==> src/rtl/hrm_pkg.sv <==
// -----------------------------------------------------------------------------
// hrm_pkg -- shared definitions for the HRM CPU front end.
//   * Opcode constants, as they appear in IR[7:4].
//   * HAS_ARG_DEFAULT: bit k set means opcode k is followed by an operand byte.
//   * seq_state_e: the instruction sequencer state encoding.
//   * op_has_arg(): looks up the operand-present bit for an opcode.
// Conditional jumps are laid out so that opcode bit 0 picks the flag.
// Bit 0 clear (JUMPZ) tests r_zero. Bit 0 set (JUMPN) tests r_neg.
// -----------------------------------------------------------------------------
package hrm_pkg;

    localparam logic [3:0] OP_INBOX    = 4'h0;
    localparam logic [3:0] OP_OUTBOX   = 4'h1;
    localparam logic [3:0] OP_COPYFROM = 4'h2;
    localparam logic [3:0] OP_COPYTO   = 4'h3;
    localparam logic [3:0] OP_ADD      = 4'h4;
    localparam logic [3:0] OP_SUB      = 4'h5;
    localparam logic [3:0] OP_BUMPP    = 4'h6;
    localparam logic [3:0] OP_BUMPN    = 4'h7;
    localparam logic [3:0] OP_JUMP     = 4'h8;
    localparam logic [3:0] OP_JUMPZ    = 4'hA;
    localparam logic [3:0] OP_JUMPN    = 4'hB;
    localparam logic [3:0] OP_HALT     = 4'hF;

    localparam logic [15:0] HAS_ARG_DEFAULT = 16'hFF3C;

    typedef enum logic [2:0] {
        F_OP   = 3'd0,
        L_OP   = 3'd1,
        F_ARG  = 3'd2,
        L_ARG  = 3'd3,
        EXEC   = 3'd4,
        WAIT_O = 3'd5,
        HALT   = 3'd6
    } seq_state_e;

    function automatic logic op_has_arg(input logic [15:0] mask, input logic [3:0] op);
        op_has_arg = mask[op];
    endfunction

endpackage

==> src/rtl/instr_sequencer.sv <==
// -----------------------------------------------------------------------------
// instr_sequencer -- fetch/issue front end of the HRM CPU.
//
// This block fetches the opcode byte and, when the opcode needs one, the
// operand byte from a synchronous program ROM. It then presents the opcode to
// the external control unit. In the commit cycle it resolves the next PC and
// raises the inbox/outbox strobes.
//
// Ports:
//   clk, rst_n         clock, asynchronous active-low reset
//   pm_addr / pm_data  program ROM address (data returns one cycle later)
//   instr, operand     current opcode (IR[7:4]) and operand byte
//   branch, ijump      conditional / unconditional jump request (control unit)
//   rIn, wO            instruction pops the inbox / pushes the outbox
//   r_zero, r_neg      R register flags used by conditional jumps
//   inbox_empty        inbox FIFO empty; an INBOX on an empty inbox halts
//   inbox_rd           one-cycle inbox pop strobe
//   outbox_full        outbox FIFO full; an OUTBOX stalls in WAIT_O
//   outbox_wr          one-cycle outbox push strobe
//   exec_en            commit cycle; the datapath writes only when it is high
//   halted             sequencer stopped (only reset leaves this state)
//   pc                 current program counter (debug)
//
// Optional build macro INSTR_SEQUENCER_STEP_EN adds two inputs:
//   step  one-cycle pulse
//   run   level
// With run=0, the sequencer waits in F_OP until it sees a step pulse.
//
// The strobes and exec_en are decoded from the registered state together
// with the control unit's combinational outputs. The control unit's outputs
// are themselves a function of the registered opcode, so this decode is
// necessary: the commit decision has to land in the same cycle.
// -----------------------------------------------------------------------------
module instr_sequencer
    import hrm_pkg::*;
#(
    parameter int          PC_W    = 8,
    parameter logic [15:0] HAS_ARG = HAS_ARG_DEFAULT,
    parameter logic [3:0]  HALT_OP = OP_HALT
) (
    input  logic            clk,
    input  logic            rst_n,
`ifdef INSTR_SEQUENCER_STEP_EN
    input  logic            step,
    input  logic            run,
`endif
    output logic [PC_W-1:0] pm_addr,
    input  logic [7:0]      pm_data,
    output logic [3:0]      instr,
    output logic [7:0]      operand,
    input  logic            branch,
    input  logic            ijump,
    input  logic            rIn,
    input  logic            wO,
    input  logic            r_zero,
    input  logic            r_neg,
    input  logic            inbox_empty,
    output logic            inbox_rd,
    input  logic            outbox_full,
    output logic            outbox_wr,
    output logic            exec_en,
    output logic            halted,
    output logic [PC_W-1:0] pc
);

    localparam logic [PC_W-1:0] PC_ZERO = {PC_W{1'b0}};
    localparam logic [PC_W-1:0] PC_ONE  = {{(PC_W-1){1'b0}}, 1'b1};

    seq_state_e      state_r, state_d;
    logic [PC_W-1:0] pc_r, pc_d;
    // The sequencer uses only the opcode nibble of IR, so only that nibble
    // is kept.
    logic [3:0]      ir_r, ir_d;
    logic [7:0]      operand_r, operand_d;
    logic            halted_r, halted_d;

    logic            go_s;
    logic            take_s;
    logic            commit_s;
    logic [PC_W-1:0] target_s;
    logic            exec_en_s, inbox_rd_s, outbox_wr_s;

`ifdef INSTR_SEQUENCER_STEP_EN
    assign go_s = run | step;
`else
    assign go_s = 1'b1;
`endif

    // Opcode bit 0 chooses which flag a conditional jump tests.
    assign take_s   = ijump | (branch & (ir_r[0] ? r_neg : r_zero));
    assign target_s = PC_W'(operand_r);

    // Next-state, datapath-register and strobe decode.
    always_comb begin
        state_d     = state_r;
        pc_d        = pc_r;
        ir_d        = ir_r;
        operand_d   = operand_r;
        halted_d    = halted_r;
        commit_s    = 1'b0;
        exec_en_s   = 1'b0;
        inbox_rd_s  = 1'b0;
        outbox_wr_s = 1'b0;

        case (state_r)
            F_OP: begin
                if (go_s) begin
                    state_d = L_OP;
                end else begin
                    state_d = F_OP;
                end
            end
            L_OP: begin
                ir_d = pm_data[7:4];
                pc_d = pc_r + PC_ONE;
                if (op_has_arg(HAS_ARG, pm_data[7:4])) begin
                    state_d = F_ARG;
                end else begin
                    state_d = EXEC;
                end
            end
            F_ARG: begin
                state_d = L_ARG;
            end
            L_ARG: begin
                operand_d = pm_data;
                pc_d      = pc_r + PC_ONE;
                state_d   = EXEC;
            end
            EXEC: begin
                if (ir_r == HALT_OP) begin
                    state_d  = HALT;
                    halted_d = 1'b1;
                end else if (rIn && inbox_empty) begin
                    // Running out of input is the normal end of a program.
                    state_d  = HALT;
                    halted_d = 1'b1;
                end else if (wO && outbox_full) begin
                    state_d = WAIT_O;
                end else begin
                    commit_s = 1'b1;
                end
            end
            WAIT_O: begin
                if (!outbox_full) begin
                    commit_s = 1'b1;
                end else begin
                    state_d = WAIT_O;
                end
            end
            HALT: begin
                state_d  = HALT;
                halted_d = 1'b1;
            end
            default: begin
                state_d = F_OP;
            end
        endcase

        // The PC already points past the fetched bytes, so a jump that is not
        // taken leaves it unchanged.
        if (commit_s) begin
            exec_en_s   = 1'b1;
            inbox_rd_s  = rIn;
            outbox_wr_s = wO;
            state_d     = F_OP;
            if (take_s) begin
                pc_d = target_s;
            end else begin
                pc_d = pc_d;
            end
        end else begin
            exec_en_s = 1'b0;
        end
    end

    // State, PC, IR, operand and halted registers.
    always_ff @(posedge clk or negedge rst_n) begin
        if (!rst_n) begin
            state_r   <= F_OP;
            pc_r      <= PC_ZERO;
            ir_r      <= 4'h0;
            operand_r <= 8'h00;
            halted_r  <= 1'b0;
        end else begin
            state_r   <= state_d;
            pc_r      <= pc_d;
            ir_r      <= ir_d;
            operand_r <= operand_d;
            halted_r  <= halted_d;
        end
    end

    assign pm_addr   = pc_r;
    assign pc        = pc_r;
    assign instr     = ir_r;
    assign operand   = operand_r;
    assign halted    = halted_r;
    assign exec_en   = exec_en_s;
    assign inbox_rd  = inbox_rd_s;
    assign outbox_wr = outbox_wr_s;

endmodule

==> config.mk <==
export PLATFORM = sky130hd
export DESIGN_NAME = instr_sequencer
export DESIGN_NICKNAME = d
export VERILOG_FILES = /design/src/rtl/hrm_pkg.sv /design/src/rtl/instr_sequencer.sv
export SDC_FILE = /design/constraint.sdc
export NUM_CORES = 1
export LEC_CHECK = 0
export BUFFER_PORTS_ARGS = -buffer_cell sky130_fd_sc_hd__buf_4
export CORE_MARGIN = 10
export CORE_UTILIZATION = 49
export CTS_BUF_LIST = sky130_fd_sc_hd__clkbuf_4
export DETAILED_ROUTE_END_ITERATION = 8
export PLACE_DENSITY = 0.77
export SETUP_SLACK_MARGIN = 0.3
export SLEW_MARGIN = 25
export SYNTH_ARGS = -nofsm -noshare
export SYNTH_HDL_FRONTEND = slang
export SYNTH_SLANG_ARGS = --single-unit
export TNS_END_PERCENT = 30
==> constraint.sdc <==
create_clock -name clk -period 2 [get_ports clk]
set_input_delay 0.1 -clock clk [delete_from_list [all_inputs] [get_ports clk]]
set_output_delay 0.1 -clock clk [all_outputs]
set_load 0.01 [all_outputs]
==> metrics list <==
- Outcome: completed
- Fraction of final layout cells sized beyond drive strength 1: between 50% and 60%
- Combinational cells account for between 50% and 60% of the total power.
- TritonCTS built the clock tree.
- For this run, the total global-route usage over all layers was measured as roughly an eighth.
- Library cell occupying the most area in the post-synthesis netlist: dfrtp_1
* Wirelength, routed: 3180 µm
- Final HPWL from detailed placement: 2420 µm
* Detailed-route via count: 960
* Port-buffer cells: approximately 50
* Average wire per cell in the routed design: between 15 and 20 µm
* Worst setup SP type: register
- In this run the deepest clock path goes through 2 buffers.
* Clock network latency to the later pin of the worst-skew pair: slightly above 0.3 ns
* Initial standard-cell utilization of the core: 53.3%
- Post-Synthesis Net Count: between 100 and 150
- Accumulated negative setup slack: 0 ns
- Global routing used between 10% and 20% of the available met1 tracks.
- Area post-placement: about 0.0016 mm²
- In the synthesized netlist the dominant register cell turns out to be dfrtp_1.
- Reg2Reg Depth: 5
* Mean instance size in the synthesized netlist: between 10 and 15 µm²
* Last weighted congestion value of the routability-driven placer: 0.808
- Final standard cell count with taps included and fillers excluded: between 150 and 200
* Sequential cell fraction of total power: between 30% and 40%
- Final setup violation count: 0
* Met3 usage in global routing: under 10%
- Final antenna-violating net count: 0
- Clk Tree Root Cell: clkbuf_4
- Power spent charging and discharging nets: between 1 and 1.5 mW
* Clk sink count: 24
- Die boundary width: 69.7 µm
- The first global-routing pass estimated a little over 5000 µm of wire.
* Global-route layer with the greatest usage: met2
* Final critical-path required period: 1.73 ns
- Number of placement rows: 17
- Final total power: ~2.8 mW
* Netlist cell types: 27
- Total leakage power: just under 0.8 nW
* Count of cells along the worst hold path: 2
- Before antenna repair, the detailed router went through 5 iterations.
- Post-synthesis to final-layout area growth: 39.1%
* Max capacitance violation total: 0
- Peak Freq: 579 MHz
- Unrepaired setup endpoints after global routing: true
- Worst hold-check slack: 0.0112 ns
- Of the synthesized area, sequential elements account for between 40% and 50%.
- Count of flip-flops with a built-in enable after synthesis: 0
- Die Y: between 60 and 70 µm
- Entering global routing, the biggest net connects 25 pins.
* Synth Instances: between 100 and 150
- The worst setup path is of the reg2reg kind.
* Final non-filler cell area: approximately 0.0017 mm²
- Max Slew Vio Count: 0
- Final period utilization: between 80% and 90%
- In this run the power density over the cells is about 1600 mW/mm².
- Inst Count DP: ~170
* Mapped cell area: approximately 0.0012 mm²
- The min-delay analysis places its worst path in the category in2reg.
* Worst-path fanout max: 8
- In this run the biggest area consumer among cell types represents ~50% of the synthesized area.
- In this run the number of H-tree levels came out at 1.
- The worst setup path is captured at a register.
- After global routing the overflow that remains totals 0.
- Post-synth ARST share: 100%
- 0 antenna diodes ended up in the layout.
- In the routed layout, each cell is associated on average with a via count of 5.25.
- Setup clock skew after layout: 0.00177 ns
- Yosys printed 0 warnings.
* Relative contribution of the clock network to total power: around 7.5%
* Worst IR drop on VDD: just over 1 mV
* Filler Cell Count: 149
* Die outline area: between 0.004 and 0.005 mm²
- Slew Limit Headroom: ~70%
* Number of antenna violations at the first check in global routing: 0
- FF+latch count, synth: 24
* Required arrival time at the worst endpoint: 2.21 ns
- Largest cells by area after synthesis: dfrtp_1 50%, mux2_2 19%, buf_4 5.0%
* Violation count after the first detailed-routing iteration: 39
- After floorplanning, the core was sized to cover about 0.0023 mm².
- For this run, the post-layout net count is approximately 180.
- IO Count: 50
- The number of global-route vias before repair is 1044.
* GR Layer Usage met2: roughly a fifth
- The number of hold violations in the final report was 0.
- Clk slew on worst S/H paths: about 0.12 ns
- Data arrives at the worst endpoint at just under 2 ns.
* Slew at the pin closest to its max-slew limit: ~0.42 ns
- Drc violations: 0
- In this run switching power makes up 39.1% of total power.
- The number of clock buffers added by TritonCTS is 3.
- The internal power of the cells totals ~1.7 mW.
[registers in the layout, indices dropped and copies added (netlist names)]
register  flops
instr         4
operand       8
halted        1
state_r       3
pc            8
[cells in the mapped netlist, types with 2 or more instances]
cell      count
xnor2_1       5
nand2_1      11
nand4_1       2
buf_4         8
xor2_1        3
a21oi_1       3
dfrtp_1      24
and2_1        2
nor3_1        3
o21bai_1      2
nor2_1        5
mux2_2       20
inv_1         2
[cells in the final DEF (no fill, tap or decap), drive strengths merged, types with 2 or more instances in the layout]
| master | n |
|---|---|
| clkbuf | 3 |
| mux2 | 20 |
| xor2 | 3 |
| nand4 | 2 |
| xnor2 | 5 |
| o21bai | 2 |
| dfrtp | 24 |
| buf | 56 |
| nor3 | 3 |
| nor2 | 5 |
| nand2 | 11 |
| a21oi | 3 |
| and2 | 2 |
| inv | 2 |
[metal layers]
| layer | share of wire [%] | up-vias |
|---|---|---|
| met5 | 0 | - |
| met4 | 2.5 | 0 |
| met3 | 7.3 | 10 |
| met2 | 51 | 38 |
| met1 | 39 | 457 |
| li1 | - | 455 |
[kinds of logic after synthesis]
kind of cell / synth area share (%)
compound gates: 5.06
xor+xnor: 5.78
fa+ha+maj: 1.03
buf+inv: 5.88
flops: 49.5
mux: 19.4
simple gates: 13.3
[timing repair]
| action | 4_1_cts | 5_1_grt |
|---|---|---|
| setup endpoints to repair | 3 | 13 |
| setup buffers | 1 | 4 |
| pin swaps | 1 | 6 |
| endpoints found under the hold margin | 24 | 0 |
| gates resized for setup | 6 | 7 |
| hold buffers | 1 | 0 |
[cell type report]
cell class,count,area [µm²],area share [%]
Clock buffer,3,22.5,1.34
Inverter,2,7.51,0.445
Multi-Input combinational cell,69,578,34.3
Sequential cell,24,602,35.7
Tap cell,28,35.0,2.08
Timing Repair Buffer,57,442,26.2
[critical path, stage by stage, from the launching register on]
cell     delay, ns
dfrtp_1       0.44
nand4_1       0.22
a21oi_4       0.12
nor4_4        0.30
buf_6         0.19
mux2_2        0.35
[power groups by stage]
stage / clock [mW] / combinational, mW / sequential [mW]
detailed placement: 0 / 1.42 / 1.03
CTS: 0.214 / 1.46 / 1.03
finish: 0.209 / 1.53 / 1.03
global route: 0.232 / 1.66 / 1.08
floorplan: 0 / 0.794 / 1.05
global placement: 0 / 1.38 / 1.01
[worst paths after layout]
path,start,to,slack [ns]
setup reg to reg,instr[0],pc[2],0.27
setup / recovery,instr[0],pc[2],0.27
min in group asynchronous,rst_n,operand[0],0.21
hold reg to reg,halted,halted,0.51
max in group asynchronous,rst_n,state_r[0],1.55
hold / removal,pm_data[1],operand[1],0.01
[per-stage QoR]
step	utilization (%)	worst slack [ns]
floorplan	-	0.378
global placement	68.8	0.411
finish	74.1	0.273
detailed placement	68.8	0.335
global route	74.1	0.206
CTS	71.8	0.305
(Power assumes the default switching activity.)
